`src/rtl/alu_share_ctrl_pkg.sv`:
```
// Shared definitions for the ALU sharing controller: ALU SELECT codes and the
// reserved-opcode test used when a request is granted.
package alu_share_ctrl_pkg;

    localparam logic [2:0] OP_FWD = 3'b000;
    localparam logic [2:0] OP_ADD = 3'b001;
    localparam logic [2:0] OP_AND = 3'b010;
    localparam logic [2:0] OP_OR  = 3'b011;

    // Codes 100-111 have no ALU function and are answered with ERR instead.
    function automatic logic op_reserved(input logic [2:0] op);
        return (op >= 3'b100);
    endfunction

endpackage

```
`src/rtl/alu_share_ctrl_rr_arb2.sv`:
```
// Two-input round-robin arbiter. The grant is combinational; the last-served
// pointer moves only when the update strobe is high.
module rr_arb2 (
    input  logic       clk,
    input  logic       rst_n,
    input  logic [1:0] req,
    input  logic       update,
    output logic [1:0] grant
);

    // last_port = 1 means port 1 was served last, so port 0 wins a tie.
    logic last_port;

    always_comb begin
        grant = req;
        if (req == 2'b11) begin
            grant = last_port ? 2'b01 : 2'b10;
        end
    end

    always_ff @(posedge clk or negedge rst_n) begin
        if (!rst_n) begin
            last_port <= 1'b1;
        end else if (update && (grant != 2'b00)) begin
            last_port <= grant[1];
        end
    end

endmodule

```
`src/rtl/alu_share_ctrl.sv`:
```
// Shares one combinational ALU between two requesters: round-robin grant,
// operands held for LATENCY cycles, result captured and returned with DONE.
module alu_share_ctrl
    import alu_share_ctrl_pkg::*;
#(
    parameter int WIDTH   = 8,
    parameter int LATENCY = 2
) (
    input  logic             clk,
    input  logic             rst_n,
    input  logic             req0,
    input  logic             req1,
    input  logic [2:0]       op0,
    input  logic [2:0]       op1,
    input  logic [WIDTH-1:0] a0,
    input  logic [WIDTH-1:0] a1,
    input  logic [WIDTH-1:0] b0,
    input  logic [WIDTH-1:0] b1,
    output logic             gnt0,
    output logic             gnt1,
    output logic             done0,
    output logic             done1,
    output logic [WIDTH-1:0] res,
    output logic             zero_out,
    output logic             err,
    output logic [WIDTH-1:0] alu_data1,
    output logic [WIDTH-1:0] alu_data2,
    output logic [2:0]       alu_select,
    input  logic [WIDTH-1:0] alu_result,
    input  logic             alu_zero
);

    localparam int CNT_W = $clog2(LATENCY + 1);

    typedef enum logic [1:0] {
        IDLE = 2'b00,
        EXEC = 2'b01,
        RESP = 2'b10
    } state_t;

    state_t           state;
    logic [CNT_W-1:0] cnt;
    logic             port;
    logic             rsv;

    logic [1:0]       grant;
    logic             grant_en;
    logic [2:0]       win_op;
    logic [WIDTH-1:0] win_a;
    logic [WIDTH-1:0] win_b;

    assign grant_en = (state == IDLE) && (req0 || req1);

    rr_arb2 u_arb (
        .clk    (clk),
        .rst_n  (rst_n),
        .req    ({req1, req0}),
        .update (grant_en),
        .grant  (grant)
    );

    assign win_op = grant[1] ? op1 : op0;
    assign win_a  = grant[1] ? a1  : a0;
    assign win_b  = grant[1] ? b1  : b0;

    always_ff @(posedge clk or negedge rst_n) begin
        if (!rst_n) begin
            state      <= IDLE;
            cnt        <= '0;
            port       <= 1'b0;
            rsv        <= 1'b0;
            gnt0       <= 1'b0;
            gnt1       <= 1'b0;
            done0      <= 1'b0;
            done1      <= 1'b0;
            res        <= '0;
            zero_out   <= 1'b0;
            err        <= 1'b0;
            alu_data1  <= '0;
            alu_data2  <= '0;
            alu_select <= 3'b000;
        end else begin
            case (state)
                IDLE: begin
                    if (grant_en) begin
                        port  <= grant[1];
                        gnt0  <= grant[0];
                        gnt1  <= grant[1];
                        state <= EXEC;
                        // A reserved op leaves the ALU untouched and answers after a single wait cycle.
                        if (op_reserved(win_op)) begin
                            rsv <= 1'b1;
                            cnt <= CNT_W'(1);
                        end else begin
                            rsv        <= 1'b0;
                            cnt        <= CNT_W'(LATENCY);
                            alu_select <= win_op;
                            alu_data1  <= win_a;
                            alu_data2  <= win_b;
                        end
                    end
                end
                EXEC: begin
                    if (cnt == CNT_W'(1)) begin
                        if (rsv) begin
                            res      <= '0;
                            zero_out <= 1'b0;
                            err      <= 1'b1;
                        end else begin
                            res      <= alu_result;
                            zero_out <= alu_zero;
                            err      <= 1'b0;
                        end
                        done0 <= ~port;
                        done1 <= port;
                        state <= RESP;
                    end else begin
                        cnt <= cnt - CNT_W'(1);
                    end
                end
                RESP: begin
                    done0 <= 1'b0;
                    done1 <= 1'b0;
                    gnt0  <= 1'b0;
                    gnt1  <= 1'b0;
                    state <= IDLE;
                end
                default: state <= IDLE;
            endcase
        end
    end

endmodule
```
`config.mk`:
```
export PLATFORM = sky130hd
export DESIGN_NAME = alu_share_ctrl
export DESIGN_NICKNAME = d
export VERILOG_FILES = /design/src/rtl/alu_share_ctrl_pkg.sv /design/src/rtl/alu_share_ctrl_rr_arb2.sv /design/src/rtl/alu_share_ctrl.sv
export SDC_FILE = /design/constraint.sdc
export NUM_CORES = 1
export LEC_CHECK = 0
export BUFFER_PORTS_ARGS = -buffer_cell sky130_fd_sc_hd__buf_2
export CORE_AREA = 3 3 75 77
export CTS_BUF_LIST = sky130_fd_sc_hd__clkbuf_4 sky130_fd_sc_hd__clkbuf_8
export CTS_CLUSTER_SIZE = 14
export DETAILED_ROUTE_END_ITERATION = 16
export DIE_AREA = 0 0 78 80
export PLACE_DENSITY = 0.73
export SYNTH_ARGS = -nofsm -noshare
export SYNTH_HDL_FRONTEND = slang
export SYNTH_HIERARCHICAL = 1
export SYNTH_SLANG_ARGS = --single-unit
```
`constraint.sdc`:
```
create_clock -name clk -period 2.9 [get_ports clk]
set_input_delay 0.435 -clock clk [delete_from_list [all_inputs] [get_ports clk]]
set_output_delay 0.435 -clock clk [all_outputs]
set_load 0.05 [all_outputs]
```
==> results of run 1 <==
==> power by group through the flow <==
stage,Clock [W],Sequential [W],Combinational (W)
after CTS,0.000427,0.00103,0.00171
after global routing,0.000450,0.00107,0.00179
after global placement,0,0.00103,0.00167
final,0.000405,0.00102,0.00168
after detailed placement,0,0.00104,0.00170
after floorplan,0,0.00177,0.000565
==> cells in the mapped netlist (all sizes together) <==
| library cell | instances |
|---|---|
| nor3b | 1 |
| a21oi | 2 |
| a32oi | 1 |
| nor2 | 2 |
| mux2 | 37 |
| a31oi | 1 |
| o21bai | 1 |
| nand3b | 1 |
| or3 | 1 |
| inv | 5 |
| a22oi | 2 |
| nand2b | 10 |
| or4b | 1 |
| ha | 1 |
| mux2i | 1 |
| o22ai | 1 |
| nand2 | 14 |
| clkbuf | 5 |
| a22o | 2 |
| o21ba | 2 |
| dfstp | 1 |
| a21boi | 2 |
| o31a | 1 |
| o211a | 1 |
| o22a | 1 |
| o21ai | 13 |
| dfrtp | 39 |
| nor2b | 1 |
| buf | 4 |
==> layer usage <==
layer | wire (um) | up-vias
li1 | - | 705
met1 | 1631 | 705
met2 | 2058 | 42
met3 | 209 | 8
met4 | 97 | 0
met5 | 0 | -
==> per-stage QoR <==
step	power [W]	hold WS, ns
global route	0.003306	0.3271
finish	0.003111	0.2622
floorplan	0.002336	0.1394
detailed placement	0.002741	0.4653
CTS	0.003159	0.2815
global placement	0.002699	0.4581
==> sequential cells by signal (all words and copies together), names as in the netlist <==
register	cells
alu_data1	8
gnt1	1
cnt	2
gnt0	1
res	8
rsv	1
alu_data2	8
u_arb/last_port	1
err	1
done1	1
port	1
zero_out	1
alu_select	3
done0	1
state	2
==> cells by family after synthesis <==
kind of cell / Yosys count
AOI/OAI and AO/OA: 30
adders and majority gates: 1
buffers and inverters: 14
DFF: 40
muxes: 38
and+or+nand+nor: 31
==> layout make-up <==
class                   count  share of cell area [%]
well taps                  70                   3.575
clock buffers               8                   4.239
repair buffers             85                   17.57
multi-input cells         100                   32.94
inverters                   5                  0.7661
flip-flops and latches     40                   40.91
==> worst max path at each step <==
stage	startpoint	end	slack, ns	depth (start not counted)
after floorplan	req1	alu_data1[6]	1.05	4
after global placement	req1	alu_data1[2]	0.92	6
after detailed placement	req1	alu_data1[7]	0.82	6
after CTS	u_arb/last_port	alu_data1[7]	1.05	5
after global routing	u_arb/last_port	alu_data1[3]	0.97	5
final	u_arb/last_port	alu_data2[0]	1.04	5
==> cell usage in the layout (no fill, tap or decap), drive strengths merged <==
cell type	n
buf	85
dfrtp	39
mux2	37
nand2	14
o21ai	13
nand2b	10
clkbuf	8
inv	5
nor2	2
a21oi	2
o21ba	2
a22oi	2
a22o	2
a21boi	2
o21bai	1
o31a	1
mux2i	1
or3	1
or4b	1
o211a	1
o22ai	1
nor3b	1
a32oi	1
o22a	1
nand3b	1
nor2b	1
ha	1
a31oi	1
dfstp	1
==> run summary, run 1 <==
outcome -> finished, final reports clean
Synth Area in Adders -> 0.6702%
Site Rows -> 26
Yosys top cell area share -> 52.28%
DP Area -> 2346 um^2
clk sink count -> 40
worst vdd ir -> 0.5241 mV
number of H-tree levels -> 2
Reg power frac -> 32.9%
register area -> 1002 um^2
post-cts resize count -> 0
sw frac -> 49.07%
GR Util met2 -> 24.14%
crit start category -> register
#FFs+latches synth -> 40
die area -> 6240 um^2
Least-Margin Pin Slew -> 0.8758 ns
Final TNS setup -> 0 ns
Synth Area in XOR/XNOR -> 0%
Avg Cell Area, Syn -> 12.12 um^2
share of layout cells above drive strength 1 -> 56.72%
routing usage on met3 -> 3.612%
largest area contributor in the netlist -> dfrtp_1
Synth Net Count -> 206
GRT Total Usage -> 13.71%
Post-Route WL -> 3996 um
WP buf/inv -> 1
CTS tree -> yes
fill cell count -> 499
arrival time of the worst setup path -> 2.04 ns
register area share after synthesis -> 53.69%
Max Cap Viol -> 0
Routed Antenna Nets -> 0
initial antenna violation count -> 0
max-slew violations -> 0
RSZ-0062 raised after global routing -> no
crit-path cells -> a21boi_2, mux2i_1, nor3b_2, buf_4, mux2_2
Layout area overhead -> 31.23%
vias per inst -> 4.740
wire length per cell -> 12.97 um
gpl congestion -> 0.7190
IO Pins -> 84
CTS Buf Count -> 5
hold_buf cts -> 0
critical path type -> reg -> reg
Logic pwr share -> 54.1%
Tcrit/Tclk final -> 64.30%
drt pass-1 iters -> 4
largest net degree at the start of global routing -> 41
antenna cells -> 0
DR vias -> 1460
Iter 0 DRT Violations -> 23
post-CTS setup buffer count -> 0
Compound-Gate Fraction of Synth Area -> 10.66%
crit-path max cell delay -> 0.57 ns
Final Hold Fails -> 0
FF-to-FF path depth -> 5
Max Buffers Root-to-Sink -> 2
Die Span X -> 78 um
pwr/cell area -> 1270 nW/um^2
clk_skew -> 0.007001 ns
library cells used by synthesis -> 33
RR Endpoint -> alu_data2[0]
Internal Pwr Total -> 0.001584 W
Core Area -> 5075 um^2
delay-heaviest family, CP -> multiplexers
clk_lat worst skew -> 0.28 ns
clock slew at reported path FFs -> 0.07 ns
CP Capture Type -> register
worst setup margin -> 1.035 ns
CP max-delay cell -> dfstp_2
worst reg-to-reg setup slack -> 1.04 ns
Multi-input gate area -> 807.0 um^2
Simple-Gate Fraction of Synth Area -> 8.847%
port bufs -> 83
HP Class -> in -> async
final non-filler cell total -> 308
Design Area, Final -> 2450 um^2
Max Fclk -> 536.3 MHz
busiest metal layer after global routing -> met2
Required @ worst endpoint -> 3.07 ns
clock network fraction of design power -> 13.0%
DRC -> 0
chip height -> 80 um
grt met1 use -> 15.14%
cell chosen for the clock root -> clkbuf_8
Slew Limit Headroom -> 41.61%
Post-Synthesis Cells -> 154
pre-CTS setup slack -> 0.8169 ns
Worst Path Max Fanout -> 19
main combinational cell family by area after synthesis -> multiplexers
vias in the first global route -> 1516
multiplexer share of the synthesized area -> 22.86%
Final setup viols -> 0
Placed Cells -> 300
starting density of the core -> 36.79%
total grt overflow -> 0
Finished Core Util -> 48.27%
Crit Reg-Reg Startpoint -> u_arb/last_port
ranking of synthesized cells by area -> dfrtp_1, mux2_2, o21ai_0
synth warn -> 6
dpl hpwl -> 2994 um
first-pass GRT wire length -> 6713 um
Period minus WS final -> 1.865 ns
final layout net count -> 289
P_sw -> 0.001527 W
Leak -> 1.198 nW
Mapped Area -> 1867 um^2
(Power assumes the default switching activity.)
==> run 2, diff against run 1 <==
==> constraint.sdc (replaced) <==
create_clock -name clk -period 1.8 [get_ports clk]
set_input_delay 0.27 -clock clk [delete_from_list [all_inputs] [get_ports clk]]
set_output_delay 0.27 -clock clk [all_outputs]
set_load 0.05 [all_outputs]
==> run 2 against run 1 <==
Power increased by 67%. Cell count rose by 2.9%. Clock skew is essentially flat. Sequential share of layout area down 1.6 points. Clock power is 80% higher. Combinational power is 68% higher. Via count down 0.62%. Setup slack got worse by 0.98 ns. First-iteration DRC count rose by 110%. Final area rose by 4.2%. Core utilization rose by 2.0 points. Flip-flop and latch count unchanged.
==> run summary, run 2 (synthesis gave the netlist of run 1 again) <==
outcome -> finished, final reports clean
Routed Antenna Nets -> 0
Site Rows -> 26
GRT Total Usage -> 14.53%
Post-Route M1 WL -> 1744 um
Hold Path Cell Cnt -> 3
Finished Core Util -> 50.30%
clk_lat worst skew -> 0.29 ns
max-slew violations -> 0
Iter 0 DRT Violations -> 48
Final setup viols -> 0
Layout area overhead -> 36.73%
die area -> 6240 um^2
Crit Reg-Reg Startpoint -> u_arb/last_port
Max Cap Viol -> 0
hold path start -> alu_result[0]
CP max-delay cell -> dfstp_2
starting density of the core -> 36.79%
Period minus WS final -> 1.747 ns
Max Fclk -> 572.5 MHz
vias per inst -> 4.577
total grt overflow -> 0
post-CTS setup buffer count -> 0
share of layout cells above drive strength 1 -> 57.89%
Final Hold Fails -> 0
clk_skew -> 0.007022 ns
FF-to-FF path depth -> 5
Required @ worst endpoint -> 1.98 ns
clock network fraction of design power -> 14.1%
largest net degree at the start of global routing -> 24
IO Pins -> 84
Top Metal Used -> met4
dpl hpwl -> 3159 um
CTS Buf Count -> 5
fill cell count -> 482
initial antenna violation count -> 0
delay-heaviest family, CP -> multiplexers
Internal Pwr Total -> 0.002688 W
biggest regs -> alu_data1 (8), alu_data2 (8), res (8)
clock slew at reported path FFs -> 0.08 ns
port bufs -> 83
crit start category -> register
arrival time of the worst setup path -> 1.92 ns
total power -> 0.005181 W
Max Buffers Root-to-Sink -> 2
Leak -> 1.251 nW
hold path endpoint -> res[0]
commonest non-fill, non-tap cell in the layout -> buf_2
first-pass GRT wire length -> 7024 um
worst setup margin -> 0.05319 ns
Slew Limit Headroom -> 70.01%
vias in the first global route -> 1502
clk sink count -> 40
Tcrit/Tclk final -> 97.04%
chip height -> 80 um
sw frac -> 48.11%
cell chosen for the clock root -> clkbuf_8
critical path type -> reg -> reg
WHS -> 0.2315 ns
RR Endpoint -> alu_data2[7]
CP Capture Type -> register
WP buf/inv -> 1
pre-CTS setup slack -> 0.04088 ns
most frequent cells in the layout -> buf_2, dfrtp_1, mux2_2
Worst Path Max Fanout -> 19
DRC -> 0
number of H-tree levels -> 2
metal3 WL -> 229 um
Reg power frac -> 31.2%
antenna cells -> 0
Logic pwr share -> 54.7%
worst vdd ir -> 0.9918 mV
CTS tree -> yes
Core Area -> 5075 um^2
DR vias -> 1451
post-cts resize count -> 0
Met2 Routed Length -> 2175 um
final layout net count -> 298
RSZ-0062 raised after global routing -> yes
crit-path max cell delay -> 0.38 ns
gpl congestion -> 0.7016
Die Span X -> 78 um
Least-Margin Pin Slew -> 0.4499 ns
Post-Route WL -> 4207 um
wire length per cell -> 13.27 um
drt pass-1 iters -> 4
pwr/cell area -> 2030 nW/um^2
crit-path cells -> a21boi_2, mux2i_1, nor3b_2, buf_12, mux2_2
Critical Path Start -> u_arb/last_port
HP Class -> in -> reg
P_sw -> 0.002493 W
worst reg-to-reg setup slack -> 0.05 ns
-- run 2: cell count changes in the layout (fill, tap and decap cells not counted), sizes merged --
cell,previous run,this run
clkbuf,8,6
buf,85,93
bufinv,0,1
clkinv,0,1
dlygate4sd3,0,1
-- run 2: timing repair --
item                       CTS  global route
hold endpoints to repair    16             0
setup endpoints to repair    0            18
hold buffers                 1             0
-- run 2: metrics by stage --
step	std cells	TNS [ns]	cell area (um^2)
6_report	317	0	2552
5_1_grt	317	-0.5170	2552
4_1_cts	317	0	2552
3_5_place_dp	308	0	2431
3_3_place_gp	308	0	2431
2_1_floorplan	154	0	1867
-- run 2: final cells by class --
class	count	area [um^2]	area share [%]
Clock buffer	6	76.32	2.990
Multi-Input combinational cell	100	807.0	31.62
Timing Repair Buffer	94	525.5	20.59
Sequential cell	40	1002	39.26
Clock inverter	2	35.03	1.373
Tap cell	70	87.58	3.431
Inverter	5	18.77	0.7353
-- run 2: power by group through the flow --
stage / clock [W] / combinational, W / sequential (W)
floorplan: 0 / 0.000911 / 0.00285
detailed placement: 0 / 0.00286 / 0.00164
finish: 0.000730 / 0.00283 / 0.00162
global placement: 0 / 0.00280 / 0.00163
CTS: 0.000767 / 0.00286 / 0.00162
global route: 0.000799 / 0.00302 / 0.00169
-- run 2: worst register-to-register path: stages, from the launching register on --
cell	delay, ns
dfstp_2	0.38
a21boi_2	0.18
mux2i_1	0.25
nor3b_2	0.28
buf_12	0.20
mux2_2	0.35
-- run 2: worst max-delay path by stage --
stage | end | cells past startpoint
floorplan | alu_data1[6] | 4
global placement | alu_data1[1] | 6
detailed placement | alu_data2[7] | 6
CTS | alu_data2[7] | 5
global route | alu_data2[5] | 5
finish | alu_data2[7] | 5
-- run 2: metal layers --
| metal | global-route usage, % | up-vias |
|---|---|---|
| li1 | - | 723 |
| met1 | 16.57 | 678 |
| met2 | 25.68 | 46 |
| met3 | 3.725 | 4 |
| met4 | 6.294 | 0 |
| met5 | 0 | - |
